--- src/rtl/mult_arbiter.sv ---
// Two-requester arbiter in front of a shared signed 4x4 multiplier.
// Grants alternate on contention; one operation is in flight at a time.
module mult_arbiter #(
    parameter int CALC_CYCLES = 2
) (
    input  logic       clk,
    input  logic       rst,
    input  logic       req0_valid,
    input  logic [3:0] req0_a,
    input  logic [3:0] req0_b,
    output logic       req0_ready,
    input  logic       req1_valid,
    input  logic [3:0] req1_a,
    input  logic [3:0] req1_b,
    output logic       req1_ready,
    output logic       rsp_valid,
    output logic       rsp_id,
    output logic [7:0] rsp_p,
    input  logic       rsp_ready,
    output logic       busy
);

    typedef enum logic [1:0] {
        ST_IDLE = 2'd0,
        ST_CALC = 2'd1,
        ST_RESP = 2'd2
    } state_t;

    localparam logic [2:0] CNT_LOAD = 3'(CALC_CYCLES - 1);

    state_t            r_state;
    state_t            w_state_nxt;
    logic              r_prio;
    logic [2:0]        r_cnt;
    logic [3:0]        r_a;
    logic [3:0]        r_b;
    logic              r_id;
    logic              r_rsp_valid;
    logic              r_rsp_id;
    logic [7:0]        r_rsp_p;
    logic              w_gnt0;
    logic              w_gnt1;
    logic signed [7:0] w_a_ext;
    logic signed [7:0] w_b_ext;
    logic signed [7:0] w_prod;

    // Sign-extend before multiplying so the 8-bit product is exact.
    assign w_a_ext = $signed({{4{r_a[3]}}, r_a});
    assign w_b_ext = $signed({{4{r_b[3]}}, r_b});
    assign w_prod  = w_a_ext * w_b_ext;

    // State register.
    always_ff @(posedge clk) begin
        if (rst) begin
            r_state <= ST_IDLE;
        end else begin
            r_state <= w_state_nxt;
        end
    end

    // Grant decode and next-state logic; grants are gated by rst.
    always_comb begin
        w_state_nxt = r_state;
        w_gnt0      = 1'b0;
        w_gnt1      = 1'b0;
        case (r_state)
            ST_IDLE: begin
                if (!rst && req0_valid && (!req1_valid || (r_prio == 1'b0))) begin
                    w_gnt0 = 1'b1;
                end else if (!rst && req1_valid && (!req0_valid || (r_prio == 1'b1))) begin
                    w_gnt1 = 1'b1;
                end else begin
                    w_gnt0 = 1'b0;
                    w_gnt1 = 1'b0;
                end
                if (w_gnt0 || w_gnt1) begin
                    w_state_nxt = ST_CALC;
                end else begin
                    w_state_nxt = ST_IDLE;
                end
            end
            ST_CALC: begin
                if (r_cnt == 3'd0) begin
                    w_state_nxt = ST_RESP;
                end else begin
                    w_state_nxt = ST_CALC;
                end
            end
            ST_RESP: begin
                if (rsp_ready) begin
                    w_state_nxt = ST_IDLE;
                end else begin
                    w_state_nxt = ST_RESP;
                end
            end
            default: begin
                w_state_nxt = ST_IDLE;
            end
        endcase
    end

    // Operand capture, countdown, priority pointer and response registers.
    always_ff @(posedge clk) begin
        if (rst) begin
            r_prio      <= 1'b0;
            r_cnt       <= 3'd0;
            r_a         <= 4'd0;
            r_b         <= 4'd0;
            r_id        <= 1'b0;
            r_rsp_valid <= 1'b0;
            r_rsp_id    <= 1'b0;
            r_rsp_p     <= 8'd0;
        end else begin
            case (r_state)
                ST_IDLE: begin
                    if (w_gnt0) begin
                        r_a    <= req0_a;
                        r_b    <= req0_b;
                        r_id   <= 1'b0;
                        r_prio <= 1'b1;
                        r_cnt  <= CNT_LOAD;
                    end else if (w_gnt1) begin
                        r_a    <= req1_a;
                        r_b    <= req1_b;
                        r_id   <= 1'b1;
                        r_prio <= 1'b0;
                        r_cnt  <= CNT_LOAD;
                    end
                end
                ST_CALC: begin
                    if (r_cnt == 3'd0) begin
                        r_rsp_p     <= w_prod;
                        r_rsp_id    <= r_id;
                        r_rsp_valid <= 1'b1;
                    end else begin
                        r_cnt <= r_cnt - 3'd1;
                    end
                end
                ST_RESP: begin
                    if (rsp_ready) begin
                        r_rsp_valid <= 1'b0;
                    end
                end
                default: begin
                    r_rsp_valid <= 1'b0;
                end
            endcase
        end
    end

    assign req0_ready = w_gnt0;
    assign req1_ready = w_gnt1;
    assign rsp_valid  = r_rsp_valid;
    assign rsp_id     = r_rsp_id;
    assign rsp_p      = r_rsp_p;
    assign busy       = (r_state != ST_IDLE);

endmodule
--- config.mk ---
export PLATFORM = sky130hd
export DESIGN_NAME = mult_arbiter
export DESIGN_NICKNAME = d
export VERILOG_FILES = /design/src/rtl/mult_arbiter.sv
export SDC_FILE = /design/constraint.sdc
export NUM_CORES = 1
export LEC_CHECK = 0
export ABC_CLOCK_PERIOD_IN_PS = 4500
export CAP_MARGIN = 10
export CORE_MARGIN = 3
export CORE_UTILIZATION = 30
export DETAILED_ROUTE_END_ITERATION = 10
export HOLD_SLACK_MARGIN = 0.08
export PLACE_DENSITY = 0.63
export SETUP_SLACK_MARGIN = 0.15
export SLEW_MARGIN = 10
export SYNTH_ARGS = -nofsm -noshare
export SYNTH_HDL_FRONTEND = slang
export SYNTH_SLANG_ARGS = --single-unit
--- constraint.sdc ---
create_clock -name clk -period 4.5 [get_ports clk]
set_input_delay 0.45 -clock clk [delete_from_list [all_inputs] [get_ports clk]]
set_output_delay 0.45 -clock clk [all_outputs]
set_load 0.005 [all_outputs]
; Word-level counts from Yosys, hierarchy flattened
; Cells that the tools add are included.
[totals]
out_inout_bits = 13
register_bits = 25
[op_classes]
n_reduce_logical = 19
bitwise_logic = 2
n_eq_ne = 6
n_addsub = 1
mul = 1
muxes = 26
[ops]
columns = op, n
row1 = 4-bit 2-to-1 mux, 4
row2 = 1-bit 2-to-1 mux, 14
row3 = 3-bit 2-to-1 mux, 3
row4 = 4-bit by 4-bit multiplier with 8-bit output, 1
row5 = "2-bit inequality test, second input constant", 3
row6 = 2-bit case mux with 3 select lines, 1
row7 = 3-bit case mux with 2 select lines, 1
row8 = 3-bit AND reduction, 2
row9 = 2-bit nonzero test, 3
row10 = 1-bit logical AND, 4
row11 = 2-bit 2-to-1 mux, 2
row12 = 2-bit AND reduction, 2
row13 = 1-bit zero test, 3
row14 = 3-bit zero test, 1
row15 = 1-bit logical OR, 3
row16 = "3-bit inequality test, second input constant", 1
row17 = 1-bit case mux with 3 select lines, 1
row18 = "3-bit by 1-bit subtractor with 3-bit output, second input constant", 1
row19 = "2-bit by 1-bit equality test with 1-bit output, second input constant", 1
row20 = "2-bit equality test, second input constant", 1
row21 = 2-bit zero test, 1
row22 = 1-bit inverter, 2

; Longest topological paths before layout
; Gate-level depths: netlist (run 1).
[logic_depth]
word_depth = 10
ltp_mapped = 14
mapped_depth_nobuf = 14

; Worst setup path before layout (run 1)
; Ideal clock, no wire load.
[synth_path]
path_type = reg-to-reg
start = reg r_b[3]
end = reg r_rsp_p[7], in the netlist rsp_p[7]
synth_period_minus_slack_ns = 3.158
required_ns = 4.421
path_stages_with_launch = 14
setup_time_ns = 0.079
path_buffers = 0
t_arrival_ns = 3.079
setup_slack_ns = 1.342
cell_sequence = dfxtp_1 -> nand2b_1 -> fa_1 -> fa_1 -> inv_1 -> fa_1 -> ha_1 -> inv_1 -> fa_1 -> nor2b_1 -> o21a_1 -> nor2_1 -> nand3b_1 -> o211ai_1
[synth_between]
elab_chain_cells = 1
[synth_rtl]
columns = item, line_no
row1 = "start, declared", 36  ; logic [3:0] r_b;
row2 = "start signal, assigned", 118  ; r_b <= req0_b;
row3 = "start signal, assigned", 124  ; r_b <= req1_b;
row4 = 4-bit by 4-bit multiplier with 8-bit output, 50  ; assign w_prod = w_a_ext * w_b_ext;
row5 = "end signal, assigned", 132  ; r_rsp_p <= w_prod;
row6 = "end, declared", 40  ; logic [7:0] r_rsp_p;
; No other way between the ends.
; A chain may end at the register's enable or synchronous reset.

; Final worst setup path (run 1)
; Same ends and word-level chain as after synthesis.

==> impl_metrics.json, run 1 <==
{
  "yosysTopAreaCell": "dfxtp_1",
  "final_hold_viol_count": 0,
  "post_cts_buffers": 0,
  "min_from": "r_id$_SDFFE_PP0P_",
  "row_count": 26,
  "cts_tree": "done",
  "synth_top_family_by_area": "adder cells",
  "status": "complete, no violations",
  "setup_viol": 0,
  "die_w_um": 79.7,
  "crit_required_ns": 4.70,
  "holdCritPathClass": "flip-flop to flip-flop",
  "crit_type": "flip-flop to flip-flop",
  "r2r_start": "r_b[3]$_SDFFE_PP0P_",
  "ys_ff_latch": 25,
  "routed_wl_mm": 2.86,
  "gp_congestion": 0.773,
  "overflow": 0,
  "yosysSeqAreaShare_pct": 30.7,
  "synth_top_cell_area_share_pct": 30.7,
  "synth-async-reset-ratio_pct": 0,
  "first_pass_iters": 4,
  "dp_slack_ns": 1.18,
  "crit_buf_inv": 2,
  "n_antenna_cell": 0,
  "via_per_inst": 4.52,
  "hold_buffers": 0,
  "synth_cell_types": 33,
  "synth_edf_count": 0,
  "post-route-period-util_pct": 73.4,
  "synthSimpleGateAreaFrac_pct": 20.6,
  "synth_cells": 180,
  "muxShareOfSynthArea_pct": 5.61,
  "grt.total_usage_pct": 9.61,
  "cts-buffers-inserted": 3,
  "dp_hpwl_mm": 2.29,
  "critPathMaxFanout": 6,
  "final_common_cell": "clkdlybuf4s50_1",
  "finClkSkew_ns": 0.00147,
  "insertion_delay_ns": 0.26,
  "drive_gt1_share_pct": 5.24,
  "critPathMostFrequentCell": "fa_1",
  "dominantRegCellSynth": "dfxtp_1",
  "htree_levels": 1,
  "hold-path-cell-count": 2,
  "root_buffer": "clkbuf_8",
  "post_cts_resized": 0,
  "peakVddDrop_mv": 0.0934,
  "layout_min_cycle_time_ns": 3.30,
  "synth-xor-area-share_pct": 3.23,
  "most-common-layout-cells": "clkdlybuf4s50_1 (33), dfxtp_1 (25), nand2_1 (21), nor2_1 (21), ha_1 (14)",
  "tns_ns": 0,
  "critical-path-slowest-cell": "fa_1",
  "grt_max_degree": 31,
  "grt_pass1_vias": 1126,
  "end_kind": "flip-flop",
  "slew_headroom_pct": 62.1,
  "ant_nets": 0,
  "reg2reg_to": "rsp_p[7]$_SDFFE_PP0P_",
  "grt_pass1_wl_mm": 4.93,
  "path_cells": "nand2b_1, fa_1, fa_1, inv_1, fa_1, ha_1, inv_1, fa_1, nor2b_1, o21a_1, nor2_1, nand3b_1, o211ai_1",
  "maxCapViolCount": 0,
  "num-nets-final": 255,
  "clk_pin_slew_ns": 0.08,
  "p_leak_nw": 0.887,
  "drc": 0,
  "ios": 34,
  "start_kind": "flip-flop",
  "rsz0062_at_grt": "no",
  "dr.first_iter.drc_count": 59,
  "cts_buffer_depth": 2,
  "tightest_slew_ns": 0.567,
  "crit_arrival_ns": 3.50,
  "reg2reg_depth": 13,
  "antenna_found_initial": 0,
  "setup_ws_ns": 1.20,
  "crit_path_max_incr_delay_ns": 0.51,
  "synth_area_um2": 1630,
  "coreArea_um2": 5170,
  "hold_end": "rsp_id$_SDFFE_PP0P_",
  "syn2layout_area_growth_pct": 25.7,
  "yosys-top-cells-area": "dfxtp_1 (31%), fa_1 (11%), ha_1 (11%), mux2i_1 (4.9%), nand2_1 (4.8%)",
  "yosys_warnings": 0,
  "p_per_area_nw_per_um2": 261,
  "detailroute.via_count": 1266,
  "synth_fa_ha_area_share_pct": 21.8,
  "routedWlPerCell_um": 10.2,
  "numPortBuffers": 33,
  "dieHeight_um": 79.7,
  "cts.sinks": 25,
  "r2r_slack_ns": 1.20,
  "fmax_mhz": 303,
  "dieArea_um2": 6350,
  "slew_violations": 0,
  "initial_core_util_pct": 31.5,
  "synth_compound_area_share_pct": 11.7,
  "critPathTopFamily": "adder cells",
  "syn_avg_cell_area_um2": 9.04,
  "synth.net_count": 224
}
-- cell type report --
cell class              count  area (um^2)
clock buffers               3         41.3
clock inverters             1         5.00
fillers                   527         3130
inverters                  13         48.8
multi-input cells         134         1020
flip-flops and latches     25          500
well taps                  70         87.6
repair buffers             34          338
-- logic make-up after synthesis --
logic type	Yosys count
AND/OR/NAND/NOR	66
AO/OA/AOI/OAI	30
flip-flops	25
adder cells (fa/ha/maj)	23
buffers and inverters	21
multiplexers	9
XOR/XNOR	6
-- worst min-delay path, cell delays in order (launching register included) --
cell	delay [ns]
dfxtp_1	0.32
nand2_1	0.05
a21oi_1	0.05
-- routing by layer --
metal  share of wire, %  track usage, %  vias to the layer above
met5                  0               0                        -
met4               0.88            2.58                        0
met3                4.4            2.60                        2
met2                 43            14.9                       32
met1                 52            13.1                      569
li1                   -               -                      663
-- metrics by stage --
stage	utilization, %	power (W)	hold WS [ns]	std cells	cell area, um^2
final	39.6	0.000534	0.455	280	2050
after floorplan	-	0.000362	0.432	180	1630
after global routing	39.6	0.000575	0.476	280	2050
after detailed placement	38.7	0.000410	0.447	276	2000
after CTS	39.6	0.000545	0.455	280	2050
after global placement	38.7	0.000408	0.438	276	2000
-- Yosys cell counts (all sizes together), types with 2 or more instances --
| cell type | count |
|---|---|
| a31oi | 2 |
| ha | 14 |
| nor2b | 3 |
| clkbuf | 3 |
| mux2i | 8 |
| inv | 13 |
| nand3b | 4 |
| and2 | 8 |
| a211oi | 9 |
| nor2 | 22 |
| nand2b | 2 |
| dfxtp | 25 |
| buf | 5 |
| nand3 | 2 |
| fa | 9 |
| xnor2 | 6 |
| nand2 | 21 |
| a21oi | 13 |
-- sequential cells by signal (all words and copies together) (netlist names) --
name and cells:
rsp_id 1, r_b 4, r_a 4, r_prio 1, rsp_p 8, rsp_valid 1, r_id 1, r_cnt 3
r_state 2
-- worst max-delay path by stage --
stage | from | endpoint | slack (ns) | depth (start not counted)
6_report | r_b[3]$_SDFFE_PP0P_ | rsp_p[7]$_SDFFE_PP0P_ | 1.20 | 13
5_1_grt | r_b[3]$_SDFFE_PP0P_ | rsp_p[7]$_SDFFE_PP0P_ | 0.99 | 13
4_1_cts | r_b[3]$_SDFFE_PP0P_ | rsp_p[7]$_SDFFE_PP0P_ | 1.18 | 13
3_5_place_dp | r_b[3]$_SDFFE_PP0P_ | rsp_p[7]$_SDFFE_PP0P_ | 1.18 | 13
3_3_place_gp | r_b[3]$_SDFFE_PP0P_ | rsp_p[7]$_SDFFE_PP0P_ | 1.26 | 13
2_1_floorplan | r_b[3]$_SDFFE_PP0P_ | rsp_p[7]$_SDFFE_PP0P_ | 1.34 | 13
-- power breakdown --
group	total, W	leakage [nW]	switching (W)	internal [W]
clock network	0.000131	0.0255	0.0000693	0.0000619
logic	0.000149	0.657	0.0000707	0.0000786
registers	0.000254	0.205	0.0000160	0.000238
total	0.000534	0.887	0.000156	0.000378
(Power assumes the default switching activity.)
==> run 2, diff against run 1 <==
- ABC_CLOCK_PERIOD_IN_PS: 4500 -> 2880
- PLACE_DENSITY: 0.63 -> 0.65
- clock period: 4.5 -> 2.88 ns (I/O delays scaled with it)
==> run 2 against run 1 <==
  * The flow now finishes with violations (negative setup slack)
  * Clock power increased by 68%
  * Power increased by 68%
  * Global-route usage increased by 0.95 points
  * Sequential cell count unchanged
  * Hold slack got worse by 0.00081 ns
  * Sequential power increased by 54%
  * Cell count increased by 4.3%
  * Sequential share of layout area decreased by 1.5 points
  * Highest routed layer unchanged
  * Critical path depth unchanged
  * Count of clock-buffer cells in the layout unchanged
  * Via count increased by 3.5%
  * First-iteration DRC count decreased by 69%
==> impl_metrics.json, run 2 (same netlist as run 1, synthesis figures left out) <==
{
  "r2r_start": "r_a[0]$_SDFFE_PP0P_",
  "overflow": 0,
  "most-common-layout-cells": "clkdlybuf4s50_1 (33), nand2_1 (21), nor2_1 (21), dfxtp_1 (19)",
  "status": "complete, but fails checks",
  "post-route-period-util_pct": 110,
  "clk_pin_slew_ns": 0.09,
  "holdCritPathClass": "flip-flop to flip-flop",
  "peakVddDrop_mv": 0.191,
  "dpl_cell_area_um2": 2100,
  "tns_ns": -0.640,
  "crit_type": "flip-flop to flip-flop",
  "root_buffer": "clkbuf_8",
  "crit_start": "r_a[0]$_SDFFE_PP0P_",
  "routed_wl_mm": 3.13,
  "pwr-share-comb_pct": 31.8,
  "dp_slack_ns": -0.192,
  "final_hold_viol_count": 0,
  "critical-path-slowest-cell": "fa_2",
  "placed_cells": 285,
  "dieHeight_um": 79.7,
  "final_cells": 292,
  "crit_arrival_ns": 3.39,
  "p_per_area_nw_per_um2": 405,
  "p_clk_share_pct": 24.5,
  "dieArea_um2": 6350,
  "via_per_inst": 4.49,
  "setup_ws_ns": -0.290,
  "coreArea_um2": 5170,
  "swShare_pct": 30.2,
  "row_count": 26,
  "grt_pass1_vias": 1258,
  "p_sw_w": 0.000271,
  "layout_min_cycle_time_ns": 3.17,
  "grt_pass1_wl_mm": 5.39,
  "end_kind": "flip-flop",
  "hold_buffers": 0,
  "rsz0062_at_grt": "yes",
  "numPortBuffers": 33,
  "slew_violations": 0,
  "antenna_found_initial": 0,
  "syn2layout_area_growth_pct": 36.1,
  "grt.total_usage_pct": 10.6,
  "drc": 0,
  "crit_required_ns": 3.10,
  "htree_levels": 1,
  "ios": 34,
  "largest_reg_flops": 8,
  "cts_buffer_depth": 2,
  "p_int_w": 0.000626,
  "fmax_mhz": 315,
  "path_cells": "nand2b_4, fa_1, fa_1, inv_1, fa_2, ha_4, inv_2, fa_2, buf_4, buf_6, xnor2_2, nand2_1, a21oi_1",
  "p_leak_nw": 0.954,
  "final_common_cell": "clkdlybuf4s50_1",
  "crit_buf_inv": 4,
  "crit_path_max_incr_delay_ns": 0.55,
  "critPathMaxFanout": 2,
  "cts-buffers-inserted": 3,
  "violations": "negative setup slack",
  "critPathTopFamily": "adder cells",
  "dr.first_iter.drc_count": 18,
  "gp_congestion": 0.755,
  "detailroute.via_count": 1310,
  "dp_hpwl_mm": 2.47,
  "finClkSkew_ns": 0.00404,
  "maxCapViolCount": 0,
  "grt_max_degree": 30,
  "die_w_um": 79.7,
  "insertion_delay_ns": 0.28,
  "cts.sinks": 25,
  "n_antenna_cell": 0,
  "routedWlPerCell_um": 10.7,
  "fin_area_um2": 2220,
  "cts_tree": "done",
  "tightest_slew_ns": 0.538,
  "min_from": "rsp_p[6]$_SDFFE_PP0P_",
  "seqPwrFrac_pct": 43.7,
  "start_kind": "flip-flop",
  "first_pass_iters": 3,
  "initial_core_util_pct": 31.5,
  "drive_gt1_share_pct": 18.0,
  "num-nets-final": 267,
  "setup_viol": 4,
  "ant_nets": 0,
  "slew_headroom_pct": 64.0
}
==> run 2: worst paths after layout <==
path                      endpoint  slack [ns]  cells past startpoint
max          rsp_p[5]$_SDFFE_PP0P_       -0.29                     13
min          rsp_p[6]$_SDFFE_PP0P_        0.45                      2
max reg2reg  rsp_p[5]$_SDFFE_PP0P_       -0.29                     13
min reg2reg  rsp_p[6]$_SDFFE_PP0P_        0.45                      2
==> run 2: what timing repair did <==
item | CTS | global route
setup endpoints to repair | 4 | 4
buffers inserted | 1 | 2
pin swaps | 11 | 11
endpoints found under the hold margin | 0 | 0
gates resized for setup | 1 | 5
==> run 2: layout make-up <==
type	instances	area, um^2
Timing Repair Buffer	46	432
Clock buffer	3	41.3
Tap cell	70	87.6
Multi-Input combinational cell	134	1090
Sequential cell	25	508
Clock inverter	1	7.51
Fill cell	521	2960
Inverter	13	48.8
==> run 2: routing by layer <==
metal  global-route usage (%)  part of all wire (%)  vias up
met4                     4.12                   1.8        0
met3                     1.35                   3.4        5
met2                     17.9                    47       28
met1                     13.6                    47      592
li1                         -                     -      685
met5                        0                     0        -
==> run 2: per-stage QoR <==
stage	total power (W)	hold slack, ns	utilization (%)
6_report	0.000898	0.454	42.8
2_1_floorplan	0.000571	0.432	-
3_5_place_dp	0.000668	0.446	40.5
4_1_cts	0.000893	0.460	41.8
5_1_grt	0.000964	0.473	42.8
3_3_place_gp	0.000662	0.439	40.5
==> run 2: worst min-delay path: stages, from the launching register on <==
cell	delay, ns
dfxtp_1	0.32
nand2_1	0.05
a21oi_1	0.05
==> run 2: power groups by stage <==
stage / registers (W) / logic (W) / clock network [W]
2_1_floorplan: 0.000401 / 0.000170 / 0
3_3_place_gp: 0.000400 / 0.000262 / 0
3_5_place_dp: 0.000401 / 0.000268 / 0
4_1_cts: 0.000393 / 0.000273 / 0.000228
5_1_grt: 0.000397 / 0.000322 / 0.000245
6_report: 0.000392 / 0.000286 / 0.000220
==> run 3, diff against run 2 <==
- CORE_UTILIZATION: 30 -> 46
- PLACE_DENSITY: 0.65 -> 0.87
==> run 3 against run 2 <==
  * The run still ends with negative setup slack left
  * Count of clock-buffer cells in the layout is the same
  * Clock power is 19% lower
  * Global-route usage is 6.0 points higher
  * First-iteration DRC count grew to 3.6 times the previous value
  * Non-clock buffer count is 3 lower
  * Design area fell by 3.2%
  * Utilization grew 24 points
  * Power shrank 4.2%
  * Hold slack improved by 0.016 ns
  * Clock skew rose by 0.0014 ns
  * Worst setup slack better by 0.10 ns
  * Critical path type unchanged
  * Highest routed layer unchanged
==> impl_metrics.json, run 3 (same netlist as run 1, synthesis figures left out) <==
{
  "end_kind": "flip-flop",
  "routed_wl_mm": 3.21,
  "slew_violations": 0,
  "num-nets-final": 264,
  "cts-buffers-inserted": 3,
  "crit_path_max_incr_delay_ns": 0.49,
  "status": "complete, but fails checks",
  "detailroute.via_count": 1323,
  "via_per_inst": 5.03,
  "crit_type": "flip-flop to flip-flop",
  "grt_pass1_vias": 1368,
  "path_cells": "nand2b_4, fa_1, fa_1, inv_1, fa_1, ha_2, inv_2, fa_2, nor2b_1, o21a_1, nor2_1, nand3b_1, o211ai_1",
  "gp_congestion": 0.775,
  "violations": "negative setup slack",
  "htree_levels": 1,
  "pwr-share-comb_pct": 33.4,
  "dp_hpwl_mm": 2.46,
  "maxCapViolCount": 0,
  "tightest_slew_ns": 0.527,
  "coreArea_um2": 3200,
  "cts_tree": "done",
  "slew_headroom_pct": 64.8,
  "final_common_cell": "clkdlybuf4s50_1",
  "p_sw_w": 0.000279,
  "fin_util_pct": 67.0,
  "drc": 0,
  "insertion_delay_ns": 0.35,
  "crit_buf_inv": 2,
  "cts.sinks": 25,
  "ant_nets": 0,
  "dr.first_iter.drc_count": 65,
  "critPathTopFamily": "adder cells",
  "clk_pin_slew_ns": 0.16,
  "crit_arrival_ns": 3.36,
  "layout_min_cycle_time_ns": 3.07,
  "ios": 34,
  "p_leak_nw": 0.930,
  "grt_pass1_wl_mm": 5.63,
  "seqPwrFrac_pct": 45.8,
  "die_w_um": 65.5,
  "drive_gt1_share_pct": 17.8,
  "routedWlPerCell_um": 12.2,
  "dp_slack_ns": -0.184,
  "antenna_found_initial": 0,
  "numPortBuffers": 33,
  "crit_required_ns": 3.17,
  "finClkSkew_ns": 0.00540,
  "setup_viol": 2,
  "r2r_slack_ns": -0.19,
  "overflow": 0,
  "tns_ns": -0.327,
  "p_clk_share_pct": 20.7,
  "most-common-layout-cells": "clkdlybuf4s50_1 (33), nor2_1 (21), nand2_1 (20), dfxtp_1 (19), a21oi_1 (12)",
  "post_cts_buffers": 0,
  "critPathMaxFanout": 2,
  "critical-path-slowest-cell": "fa_1",
  "post-route-period-util_pct": 107,
  "p_per_area_nw_per_um2": 401,
  "hold_buffers": 0,
  "peakVddDrop_mv": 0.181,
  "cts_buffer_depth": 2,
  "swShare_pct": 32.4,
  "start_kind": "flip-flop",
  "setup_ws_ns": -0.190,
  "root_buffer": "clkbuf_4",
  "grt.total_usage_pct": 16.6,
  "grt_max_degree": 30,
  "largest_reg_flops": 8,
  "whs_ns": 0.470,
  "fmax_mhz": 326,
  "rsz0062_at_grt": "yes",
  "critPathMostFrequentCell": "fa_1",
  "first_pass_iters": 4,
  "dieHeight_um": 65.5,
  "holdCritPathClass": "flip-flop to flip-flop",
  "syn2layout_area_growth_pct": 31.8,
  "n_antenna_cell": 0,
  "row_count": 20,
  "initial_core_util_pct": 50.8,
  "p_int_w": 0.000581,
  "dieArea_um2": 4290,
  "final_hold_viol_count": 0
}
run 3: repair_timing:
item                                   in CTS  in global routing
setup endpoints to repair                   4                  4
pin swaps                                   6                  1
endpoints found under the hold margin       0                  0
resized for setup                           5                  1
run 3: through the flow:
stage | area (um^2) | std cells | power (W)
after global placement | 2060 | 259 | 0.000657
final | 2150 | 263 | 0.000860
after CTS | 2140 | 263 | 0.000863
after floorplan | 1660 | 180 | 0.000571
after global routing | 2150 | 263 | 0.000909
after detailed placement | 2060 | 259 | 0.000671
run 3: power by group through the flow:
stage / Clock [W] / Sequential (W) / Combinational, W
3_3_place_gp: 0 / 0.000399 / 0.000258
6_report: 0.000178 / 0.000394 / 0.000288
5_1_grt: 0.000186 / 0.000399 / 0.000324
2_1_floorplan: 0 / 0.000401 / 0.000170
3_5_place_dp: 0 / 0.000402 / 0.000269
4_1_cts: 0.000182 / 0.000395 / 0.000286
run 3: layout make-up:
cell class              instances  area [um^2]
multi-input cells             134         1100
fillers                       260         1060
flip-flops and latches         25          508
repair buffers                 43          405
well taps                      44         55.1
inverters                      13         48.8
clock buffers                   3         22.5
clock inverters                 1         7.51
run 3: path summary, 6_finish.rpt:
check / start / end / depth (start not counted)
worst min register to register: rsp_p[1]$_SDFFE_PP0P_ / rsp_p[1]$_SDFFE_PP0P_ / 2
worst max register to register: r_a[0]$_SDFFE_PP0P_ / rsp_p[7]$_SDFFE_PP0P_ / 13
worst max-delay path: r_a[0]$_SDFFE_PP0P_ / rsp_p[7]$_SDFFE_PP0P_ / 13
worst min-delay path: rsp_p[1]$_SDFFE_PP0P_ / rsp_p[1]$_SDFFE_PP0P_ / 2
run 3: layer usage:
layer	vias up	part of all wire [%]	wire [um]	global-route usage, %
met5	-	0	0	0
met4	0	1.8	58	6.99
met3	5	4.0	129	2.22
met2	34	49	1570	30.0
met1	601	45	1450	19.5
li1	683	-	-	-
run 3: tightest hold or removal path: stages, from the launching register on:
cell     delay [ns]
dfxtp_1        0.34
nand2_1        0.05
a21oi_1        0.05
==> edit 1, RTL diff (settings of run 3) <==
Make the reset (`rst`) asynchronous in 2 clocked blocks.
--- a/src/rtl/mult_arbiter.sv
+++ b/src/rtl/mult_arbiter.sv
@@ -50,7 +50,7 @@
     assign w_prod  = w_a_ext * w_b_ext;
 
     // State register.
-    always_ff @(posedge clk) begin
+    always_ff @(posedge clk or posedge rst) begin
         if (rst) begin
             r_state <= ST_IDLE;
         end else begin
@@ -100,7 +100,7 @@
     end
 
     // Operand capture, countdown, priority pointer and response registers.
-    always_ff @(posedge clk) begin
+    always_ff @(posedge clk or posedge rst) begin
         if (rst) begin
             r_prio      <= 1'b0;
             r_cnt       <= 3'd0;
Check against the original RTL: differs if rst is asserted again (counterexample within 4 cycles, from zero or initial values and one cycle with rst high); with rst held inactive, the same outputs for 10 cycles.
==> edit 1 against run 3 <==
The flow still finishes with violations (setup timing). Cell count is 4.2% lower. Non-clock buffer count up 2. Sequential cell count stayed put. Synthesized area up 1.4%. Cell area up 0.52%. Synthesized cell count down 11%. Setup slack lost 160 ps. Via count down 4.3%. Wire length is 2.7% higher. Critical path type unchanged. Largest cell class unchanged.
Power is not compared: it rests on default switching activity, and its combinational part moved more than twofold at a synthesized area within 25%.
==> edit 1: results <==
metrics = {
    "detailed_routing": {
        "vias": 1266,
        "drt_iter0_drc": 24,
        "drt-total-wl_mm": 3.297,
    },
    "yosys": {
        "avgSynthCellArea_um2": 10.31,
        "syn-num-nets": 204,
        "synth_cell_types": 34,
        "async_reset_ff_frac": 1.000,
        "synth_top_area_frac": 0.3791,
        "yosysSeqAreaShare": 0.3791,
        "synth_area_leaders": "dfrtp_1, fa_1, ha_1",
        "postSynth.topFlopCell": "dfrtp_1",
    },
    "grt": {
        "use_met1": 0.2159,
        "grt_pass1_wl_mm": 5.678,
        "grt_max_degree": 26,
        "use_met3": 0.02891,
        "grtUsageTotal": 0.1731,
        "use_met2": 0.2916,
    },
    "placed_design": {
        "gp_congestion": 0.7582,
        "pre_cts_slack_ps": -355.1,
        "place_area_um2": 2108,
        "dp_hpwl_mm": 2.682,
    },
    "timing": {
        "setup_slack_ps": -353.7,
        "setup_violations": 4,
        "final.setup.tns_ps": -961.6,
        "slew_headroom": 0.3821,
        "finClkSkew_ps": 2.817,
    },
    "run_status": {
        "violations": "setup timing",
        "status": "finished with violations",
    },
    "cells_and_area": {
        "drive_gt1_frac": 0.1602,
        "fillCellCount": 265,
    },
    "clocking": {
        "clk_latency_ps": 330,
        "path_clk_slew_ps": 140,
    },
    "flow_run": {
        "drv_cap": 0,
    },
    "critical_path": {
        "max_stage_delay_ps": 510,
    },
    "min_path": {
        "hold_path.class": "primary input to flip-flop",
    },
}
[edit 1: cell count changes after synthesis, moves of 4 or more]
cell      before  now
a211oi_1       9    0
a21oi_1       13    3
a22oi_1        0    4
dfrtp_1        0   25
dfxtp_1       25    0
inv_1         11   15
mux2i_1        8    4
nand2_1       21   27
nand3b_1       4    0
nor2_1        21    5
o21ai_0        1   11
[edit 1: worst reg2reg max path, cell delays in order, from the launching register on]
cell and delay [ps]:
dfrtp_1 410, nand2b_4 140, fa_1 470, fa_1 510, inv_1 50, fa_1 480, ha_2 190, inv_2 40
fa_2 360, nand2b_4 150, a21oi_2 140, xnor2_1 120, o21ai_1 80
[edit 1: cell type report]
cell class,count,area [µm²],share of cell area
clock buffers,3,22.52,0.01044
clock inverters,1,7.507,0.003480
inverters,15,56.30,0.02610
multi-input cells,117,962.2,0.4461
flip-flops and latches,25,626.9,0.2906
well taps,46,57.56,0.02668
repair buffers,45,424.2,0.1966
[edit 1: power by group]
| group | switching, µW | internal (µW) |
|---|---|---|
| Clock | 112 | 53.2 |
| Combinational | 814 | 945 |
| Sequential | 113 | 518 |
| Total | 1040 | 1520 |
[edit 1: logic make-up after synthesis]
group                    count (synthesis)  synth area share
flip-flops                              25            0.3791
AND/OR/NAND/NOR                         54            0.1645
XOR/XNOR                                 6           0.04019
multiplexers                             8           0.05155
buffers and inverters                   18           0.05383
AO/OA/AOI/OAI                           26           0.09553
adder cells (fa/ha/maj)                 23            0.2153
[edit 1: path summary, 6_finish.rpt]
| check | from | end | slack [ps] | cells after the start |
|---|---|---|---|---|
| max | r_a[0] | rsp_p[7] | -350 | 12 |
| max reg2reg | r_a[0] | rsp_p[7] | -350 | 12 |
| min reg2reg | rsp_p[4] | rsp_p[4] | 500 | 2 |
| min | req1_a[1] | r_a[1] | 490 | 3 |
| max in group asynchronous | rst | r_b[3] | 1730 | 2 |
| min in group asynchronous | rst | r_state[0] | 530 | 2 |
[edit 1: timing repair]
item	CTS	global route
endpoints found under the setup margin	4	4
endpoints found under the hold margin	0	0
gates resized for setup	2	0
hold buffers	0	0
buffers inserted	1	1
[edit 1: per-layer routing]
layer / vias up / routed length (µm)
met4: 0 / 84
met5: - / 0
met1: 606 / 1460
met3: 8 / 123
met2: 32 / 1629
li1: 620 / -
==> edit 2, RTL diff (flow settings as in run 3) <==
Made on the original files. Re-encode `state_t` (3 states) as one-hot, 3 bits wide.
--- a/src/rtl/mult_arbiter.sv
+++ b/src/rtl/mult_arbiter.sv
@@ -20,10 +20,10 @@
     output logic       busy
 );
 
-    typedef enum logic [1:0] {
-        ST_IDLE = 2'd0,
-        ST_CALC = 2'd1,
-        ST_RESP = 2'd2
+    typedef enum logic [2:0] {
+        ST_IDLE = 3'b001,
+        ST_CALC = 3'b010,
+        ST_RESP = 3'b100
     } state_t;
 
     localparam logic [2:0] CNT_LOAD = 3'(CALC_CYCLES - 1);
Check against the original RTL: no difference found for any inputs over 10 cycles, from zero or initial values and one cycle with rst high; not proved beyond that.
==> edit 2 against run 3 <==
The flow still finishes with violations (setup timing). Synthesized area down 1.4%. Fmax down 4.4%. Synthesized cell count down 1.1%. Power down 0.38%. Clock power up 43%. Setup slack worse by 140 ps. Wire length up 23%. Sequential cell count up 1. Cell area up 3.1%. Critical path type unchanged. Critical endpoint unchanged. Highest routed layer unchanged.
==> edit 2: results <==
metrics = {
    "timing": {
        "finClkSkew_ps": 15.73,
        "setup_slack_ps": -330.0,
        "final.setup.tns_ps": -578.5,
        "setup_violations": 4,
    },
    "detailed_routing": {
        "routed-wl-met2_mm": 1.961,
        "drt_iter0_drc": 130,
        "drt_first_pass_iters": 9,
    },
    "run_status": {
        "violations": "setup timing",
        "status": "finished with violations",
    },
    "power": {
        "power.switching_uw": 224.8,
        "irDropWorstVdd_mv": 0.2292,
        "p_seq_frac": 0.459,
        "cellInternalPower_uw": 631.9,
    },
    "clocking": {
        "clk_latency_ps": 330,
    },
    "min_path": {
        "hold_start": "rsp_id",
    },
    "grt": {
        "use_met1": 0.2454,
        "grt_max_degree": 29,
        "grt_pass1_wl_mm": 6.444,
        "grt_pass1_vias": 1462,
    },
    "placed_design": {
        "dpl.cell_count": 263,
        "pre_cts_slack_ps": -374.5,
    },
    "critical_path": {
        "worst_path_max_delay_cell": "fa_2",
    },
    "yosys": {
        "yosysSeqAreaShare": 0.3242,
        "synthMuxAreaShare": 0.01949,
        "avgSynthCellArea_um2": 9.018,
    },
}
edit 2: cell types whose count changed after synthesis, moves of 3 or more:
cell      delta
mux2i_1      -6
a211oi_1     -5
nand2b_1     +3
nor3_1       +4
nand3b_1     -4
a222oi_1     +6
nor2b_1      +3
nand2_1      -3
edit 2: worst min-delay path by stage:
stage / endpoint / slack [ps] / depth (start not counted)
final: rsp_id / 460 / 2
after global routing: rsp_p[2] / 500 / 2
after CTS: rsp_p[6] / 460 / 2
after detailed placement: rsp_p[6] / 440 / 2
after global placement: rsp_p[6] / 440 / 2
after floorplan: rsp_id / 430 / 2
edit 2: final cells by class:
type	instances	area, µm²	area share
inverter	14	52.55	0.02374
tap	44	55.05	0.02487
sequential	26	528.0	0.2386
timing repair buffer	46	431.7	0.1950
multi-input combinational	133	1094	0.4941
clock inverter	1	30.03	0.01357
clock buffer	3	22.52	0.01018
